**config.mk**
```make
export PLATFORM = sky130hd
export DESIGN_NAME = video_timing_gen
export DESIGN_NICKNAME = d
export VERILOG_FILES = /design/src/rtl/video_timing_pkg.sv /design/src/rtl/wrap_counter.sv /design/src/rtl/video_timing_gen.sv
export SDC_FILE = /design/constraint.sdc
export NUM_CORES = 1
export LEC_CHECK = 0
export BUFFER_PORTS_ARGS = -buffer_cell sky130_fd_sc_hd__buf_2
export CAP_MARGIN = 20
export CORE_ASPECT_RATIO = 1.2
export CORE_MARGIN = 5
export CORE_UTILIZATION = 57
export CTS_CLUSTER_DIAMETER = 100
export CTS_CLUSTER_SIZE = 8
export DETAILED_ROUTE_END_ITERATION = 16
export GPL_ROUTABILITY_DRIVEN = 0
export PLACE_DENSITY = 0.86
export SLEW_MARGIN = 20
export SYNTH_ARGS = -nofsm -noshare
export SYNTH_HDL_FRONTEND = slang
export SYNTH_SLANG_ARGS = --single-unit
```
**constraint.sdc**
```tcl
create_clock -name clk25 -period 2.75 [get_ports clk25]
set_input_delay 0.275 -clock clk25 [delete_from_list [all_inputs] [get_ports clk25]]
set_output_delay 0.275 -clock clk25 [all_outputs]
set_load 0.005 [all_outputs]
```
**src/rtl/video_timing_pkg.sv**
```systemverilog
// Shared timing constants and helpers for the
// video sync generator and the input sync receiver.
package video_timing_pkg;

  localparam int TIMING_W = 12;

  typedef logic [TIMING_W-1:0] tcnt_t;

  function automatic tcnt_t vt_total(
    input tcnt_t disp,
    input tcnt_t fp,
    input tcnt_t sync,
    input tcnt_t bp
  );
    return disp + fp + sync + bp;
  endfunction

  function automatic tcnt_t vt_sync_start(
    input tcnt_t disp,
    input tcnt_t fp
  );
    return disp + fp;
  endfunction

  function automatic tcnt_t vt_sync_end(
    input tcnt_t disp,
    input tcnt_t fp,
    input tcnt_t sync
  );
    return disp + fp + sync;
  endfunction

  // Widened by one bit so the sum cannot overflow before the modulo
  function automatic tcnt_t vt_half_col(
    input tcnt_t disp,
    input tcnt_t fp,
    input tcnt_t tot
  );
    logic [TIMING_W:0] c;
    c = {1'b0, disp} + {1'b0, fp} + {2'b0, tot[TIMING_W-1:1]};
    if (c >= {1'b0, tot})
      c = c - {1'b0, tot};
    return c[TIMING_W-1:0];
  endfunction

endpackage

```
**src/rtl/wrap_counter.sv**
```systemverilog
// Up counter that reloads to zero after limit-1.
// nxt exposes the value the counter takes on its next step.
module wrap_counter #(
  parameter int W = 12
) (
  input  logic         clk,
  input  logic         rst,
  input  logic         clr,
  input  logic         en,
  input  logic [W-1:0] limit,
  output logic [W-1:0] count,
  output logic [W-1:0] nxt,
  output logic         last
);

  assign last = (count == limit - W'(1));
  assign nxt  = last ? '0 : count + W'(1);

  always_ff @(posedge clk or posedge rst) begin
    if (rst)
      count <= '0;
    else if (clr)
      count <= '0;
    else if (en)
      count <= nxt;
  end

endmodule

```
**src/rtl/video_timing_gen.sv**
```systemverilog
// Output-side video timing generator: sync, display
// enable, coordinates and strobes, progressive or interlaced.
module video_timing_gen
  import video_timing_pkg::*;
#(
  parameter tcnt_t h_disp           = 12'd640,
  parameter tcnt_t h_fporch         = 12'd16,
  parameter tcnt_t h_sync           = 12'd96,
  parameter tcnt_t h_bporch         = 12'd48,
  parameter tcnt_t v_disp           = 12'd350,
  parameter tcnt_t v_fporch         = 12'd37,
  parameter tcnt_t v_sync           = 12'd2,
  parameter tcnt_t v_bporch         = 12'd60,
  parameter logic  hs_polarity      = 1'b1,
  parameter logic  vs_polarity      = 1'b0,
  parameter logic  frame_interlaced = 1'b0
) (
  input  logic        clk25,
  input  logic        reset,
  input  logic        enable,
  output logic        hs,
  output logic        vs,
  output logic        de,
  output logic        de_next,
  output logic [11:0] x,
  output logic [11:0] y,
  output logic        field,
  output logic        line_start,
  output logic        frame_start
);

  localparam tcnt_t H_TOT =
    vt_total(h_disp, h_fporch, h_sync, h_bporch);
  localparam tcnt_t V_TOT =
    vt_total(v_disp, v_fporch, v_sync, v_bporch);
  localparam tcnt_t HS_S = vt_sync_start(h_disp, h_fporch);
  localparam tcnt_t HS_E =
    vt_sync_end(h_disp, h_fporch, h_sync);
  localparam tcnt_t VS_S = vt_sync_start(v_disp, v_fporch);
  localparam tcnt_t VS_E =
    vt_sync_end(v_disp, v_fporch, v_sync);
  localparam tcnt_t HALF =
    vt_half_col(h_disp, h_fporch, H_TOT);

  // Counters hold the position presented on the next edge
  tcnt_t hc, hc_nxt, vc, vc_nxt, vlim, vc_adv, vcol;
  logic  h_last, v_last, fld;
  logic  de_d, dn_d, hs_act, vs_act, vs_on, vs_off;

  assign vlim = fld ? V_TOT + 12'd1 : V_TOT;

  wrap_counter #(.W(TIMING_W)) u_hc (
    .clk   (clk25),
    .rst   (reset),
    .clr   (~enable),
    .en    (1'b1),
    .limit (H_TOT),
    .count (hc),
    .nxt   (hc_nxt),
    .last  (h_last)
  );

  wrap_counter #(.W(TIMING_W)) u_vc (
    .clk   (clk25),
    .rst   (reset),
    .clr   (~enable),
    .en    (h_last),
    .limit (vlim),
    .count (vc),
    .nxt   (vc_nxt),
    .last  (v_last)
  );

  always_ff @(posedge clk25 or posedge reset) begin
    if (reset)
      fld <= 1'b0;
    else if (!enable)
      fld <= 1'b0;
    else if (h_last && v_last)
      fld <= frame_interlaced & ~fld;
  end

  assign vc_adv = h_last ? vc_nxt : vc;
  assign de_d   = (hc < h_disp) && (vc < v_disp);
  assign dn_d   = (hc_nxt < h_disp) && (vc_adv < v_disp);
  assign hs_act = (hc >= HS_S) && (hc < HS_E);

  // Field 1 moves the vsync edges to the half-line column
  assign vcol   = fld ? HALF : HS_S;
  assign vs_on  = (vc > VS_S) || ((vc == VS_S) && (hc >= vcol));
  assign vs_off = (vc > VS_E) || ((vc == VS_E) && (hc >= vcol));
  assign vs_act = vs_on && !vs_off;

  always_ff @(posedge clk25 or posedge reset) begin
    if (reset) begin
      hs          <= ~hs_polarity;
      vs          <= ~vs_polarity;
      de          <= 1'b0;
      de_next     <= 1'b0;
      x           <= '0;
      y           <= '0;
      field       <= 1'b0;
      line_start  <= 1'b0;
      frame_start <= 1'b0;
    end else if (!enable) begin
      hs          <= ~hs_polarity;
      vs          <= ~vs_polarity;
      de          <= 1'b0;
      de_next     <= 1'b0;
      x           <= '0;
      y           <= '0;
      field       <= 1'b0;
      line_start  <= 1'b0;
      frame_start <= 1'b0;
    end else begin
      hs          <= hs_act ? hs_polarity : ~hs_polarity;
      vs          <= vs_act ? vs_polarity : ~vs_polarity;
      de          <= de_d;
      de_next     <= dn_d;
      x           <= de_d ? hc : '0;
      y           <= de_d ? vc : '0;
      field       <= fld;
      line_start  <= (hc == '0);
      frame_start <= (hc == '0) && (vc == '0);
    end
  end

endmodule

```
==> summary.md <==
| Metric | Value |
|---|---|
| Fillers | ~350 |
| Grt ovf | 0 |
| Delay-heaviest family, CP | simple AND/OR/NAND/NOR gates |
| Largest net degree at the start of global routing | 55 |
| Final setup fails | 0 |
| Max_slew headroom | 39.6% |
| Post-CTS Hold Fix Bufs | 0 |
| Via-to-Cell Ratio | 5.57 |
| Floorplan row count | 27 |
| CP bufs+invs | 0 |
| Crit-path max cell delay | 470 ps |
| # resized after CTS | 0 |
| Average cell area after synthesis | 10.4 um^2 |
| Die W | 72.3 um |
| TritonCTS Buffers | 5 |
| Worst Path Required | around 3000 ps |
| Synth area leaders | dfrtp_1, and2_1, xnor2_1 |
| Drt initial violations | 159 |
| Crit end category | flop |
| Die Area | 0.00613 mm^2 |
| Core Footprint | roughly 0.0046 mm^2 |
| Outcome | complete, no violations |
| Pwr dens | 456 mW/mm^2 |
| Fin nets | 293 |
| Routed WL per cell | 15.3 um |
| Diodes inserted | 0 |
| Setup CP Type | reg -> reg |
| Setup TNS | 0 ps |
| # Post-CTS Setup Buffers | 0 |
| Antenna Nets Post-Route | 0 |
| Max H-tree Level | 2 |
| Io pins | 34 |
| Cell count of the worst reg-to-reg path | 7 |
| Mapped cell area | 0.00266 mm^2 |
| Crit-path max FO | 6 |
| Post-route cell area | 0.00291 mm^2 |
| Sequential area share after synthesis | just over 50% |
| # clock sinks | 54 |
| Clk_lat worst skew | 310 ps |
| MaxCap Viol Count | 0 |
| Root Driver | clkbuf_8 |
| Top cell type's share of synthesized area | roughly 50% |
| Starting Density | 58.2% |
| Synth area leader | dfrtp_1 |
| Ys async rst share | 100% |
| Clk pin slew, worst setup/hold paths | approximately 90 ps |
| Crit-path slowest cell | dfrtp_1 |
| DRC viols | 0 |
| Clk buf depth | 2 |
| Die H | 84.8 um |
| GRT Total Usage | between 10% and 20% |
| Layout cell share with drive strength beyond 1 | 17.9% |
| Vias in the first global route | 1895 |
| Placed inst area | 0.00282 mm^2 |
| Port-buffer cells | 32 |
| Worst hold path type | in -> async |
| Top cells by count, synth | dfrtp_1, nor2_1, and2_1 |
| Routed vias | approximately 1900 |
| DP HPWL | approximately 3.7 mm |
| Pre-Repair DR Iteration Count | 5 |
| Slew @ Worst Pin | between 900 and 1000 ps |
| Antenna violations before repair | 0 |
| Max-slew violation count | 0 |
| Crit path time final | 2280 ps |
| Maximum vdd drop | 243 uV |
| RSZ-0062 raised after global routing | no |
| Max frequency | ~440 MHz |
| CTS tree | done |
| Top Metal Used | met4 |
| Worst EP arrival | 2490 ps |
| Unique masters post-synth | 47 |
| Top-count cell post-synth | dfrtp_1 |
| First-pass GRT wire length | 9.16 mm |
| CP Launch Type | flop |
| Met2 wire len | roughly 2.5 mm |
| Final hold vios | 0 |
| WL final | 5.24 mm |
| Synth Flop Type | dfrtp_1 |
| CP Depth | 7 |
| Yosys reg bits | 54 |
| Crit-path cells | ha_1, and3_1, and4_1, nand3_1, nor3_1, xnor2_1, nor4b_2 |
| Synth Instances | 256 |
| Area Overhead vs Synth | 9.61% |
| Metal-1 WL | 2.27 mm |
| Post-synth EDFFs | 0 |
| Fin crit share | 83.0% |
| Leakage Power | 1.43 nW |
| Clock skew | 5.41 ps |
| Met3 WL post-DR | a little under 300 um |
| Yosys warns | 0 |
[metal layers]
layer	up-vias	global-route usage, %
li1	913	-
met1	932	25.5
met2	55	28.5
met3	12	3.59
met4	0	8.38
met5	-	0
[worst reg2reg max path: cells and delay by family (launching register included)]
| kind | cells | cell delay, ps |
|---|---|---|
| flip-flops | 1 | 470 |
| AND/OR/NAND/NOR | 5 | 1290 |
| XOR/XNOR | 1 | 180 |
| adder cells (fa/ha/maj) | 1 | 250 |
[layout make-up]
cell class	count	area (um^2)	share of cell area, %
Tap cell	58	72.6	2.49
Sequential cell	54	1350	46.5
Multi-Input combinational cell	181	1180	40.7
Timing Repair Buffer	34	175	6.02
Clock buffer	6	82.6	2.84
Clock inverter	2	12.5	0.430
Inverter	8	31.3	1.07
[placed cells by master (no fill, tap or decap), types with 2 or more instances in the layout]
cell type | Yosys | routed
nor3_1 | 7 | 7
nor2b_1 | 7 | 7
buf_2 | 5 | 32
and3_1 | 10 | 10
dfrtp_1 | 53 | 53
nor4_1 | 2 | 2
nor2_1 | 28 | 28
ha_1 | 6 | 6
o21ai_0 | 3 | 3
or3_1 | 2 | 2
nand3_1 | 11 | 11
xnor2_1 | 17 | 17
a21oi_1 | 3 | 3
nor4b_2 | 2 | 2
clkinv_2 | 0 | 2
o21a_1 | 2 | 2
and2_1 | 25 | 25
conb_1 | 1 | 6
nand4_1 | 6 | 6
a21o_1 | 3 | 3
inv_1 | 8 | 7
and4_1 | 2 | 2
nand2b_1 | 2 | 2
nor4b_1 | 2 | 2
clkbuf_8 | 0 | 6
nand2_1 | 11 | 11
buf_4 | 3 | 2
a21boi_0 | 2 | 2
xor2_1 | 5 | 5
[sequential cells by signal, summed over array words and instances (netlist names)]
register	cells
hs	1
line_start	1
de_next	1
u_hc.count	12
frame_start	1
vs	1
de	1
u_vc.count	12
x	12
y	12
[cell families (layout without fill, tap and decap cells)]
group,Yosys count,after routing,share of synthesized area [%]
adders and majority gates,6,6,2.83
DFF,54,54,50.9
buffers and inverters,26,50,5.18
AOI/OAI and AO/OA,23,23,7.16
xor gates and xnor gates,22,22,7.25
muxes,1,1,0.377
other,1,6,0.141
and+or+nand+nor,123,123,26.1
[final timing paths]
kind | slack [ps] | endpoint | startpoint
min reg2reg | 590 | u_hc.count[0]$_DFF_PP0_ | u_hc.count[0]$_DFF_PP0_
min in group clk25 | 320 | u_hc.count[11]$_DFF_PP0_ | enable
max in group asynchronous | 2090 | u_vc.count[8]$_DFF_PP0_ | reset
min | 120 | u_hc.count[5]$_DFF_PP0_ | reset
max reg2reg | 470 | de_next$_DFF_PP0_ | u_hc.count[0]$_DFF_PP0_
max | 470 | de_next$_DFF_PP0_ | u_hc.count[0]$_DFF_PP0_
[power breakdown]
group / switching (mW) / internal, mW
Clock: 0.252 / 0.203
Sequential: 0.00820 / 0.807
Combinational: 0.0385 / 0.0196
Total: 0.298 / 1.03
[stage by stage]
| step | power, mW | hold WS [ps] | utilization, % | setup WS, ps | cells |
|---|---|---|---|---|---|
| 2_1_floorplan | 0.868 | 425 | - | 648 | 261 |
| 3_5_place_dp | 0.890 | 579 | 61.7 | 522 | 335 |
| 6_report | 1.33 | 124 | 63.8 | 466 | 343 |
| 5_1_grt | 1.38 | 223 | 63.8 | 218 | 343 |
| 4_1_cts | 1.33 | 266 | 63.8 | 469 | 343 |
| 3_3_place_gp | 0.887 | 539 | 61.7 | 575 | 335 |
No activity file was read; power rests on OpenSTA's default activity.
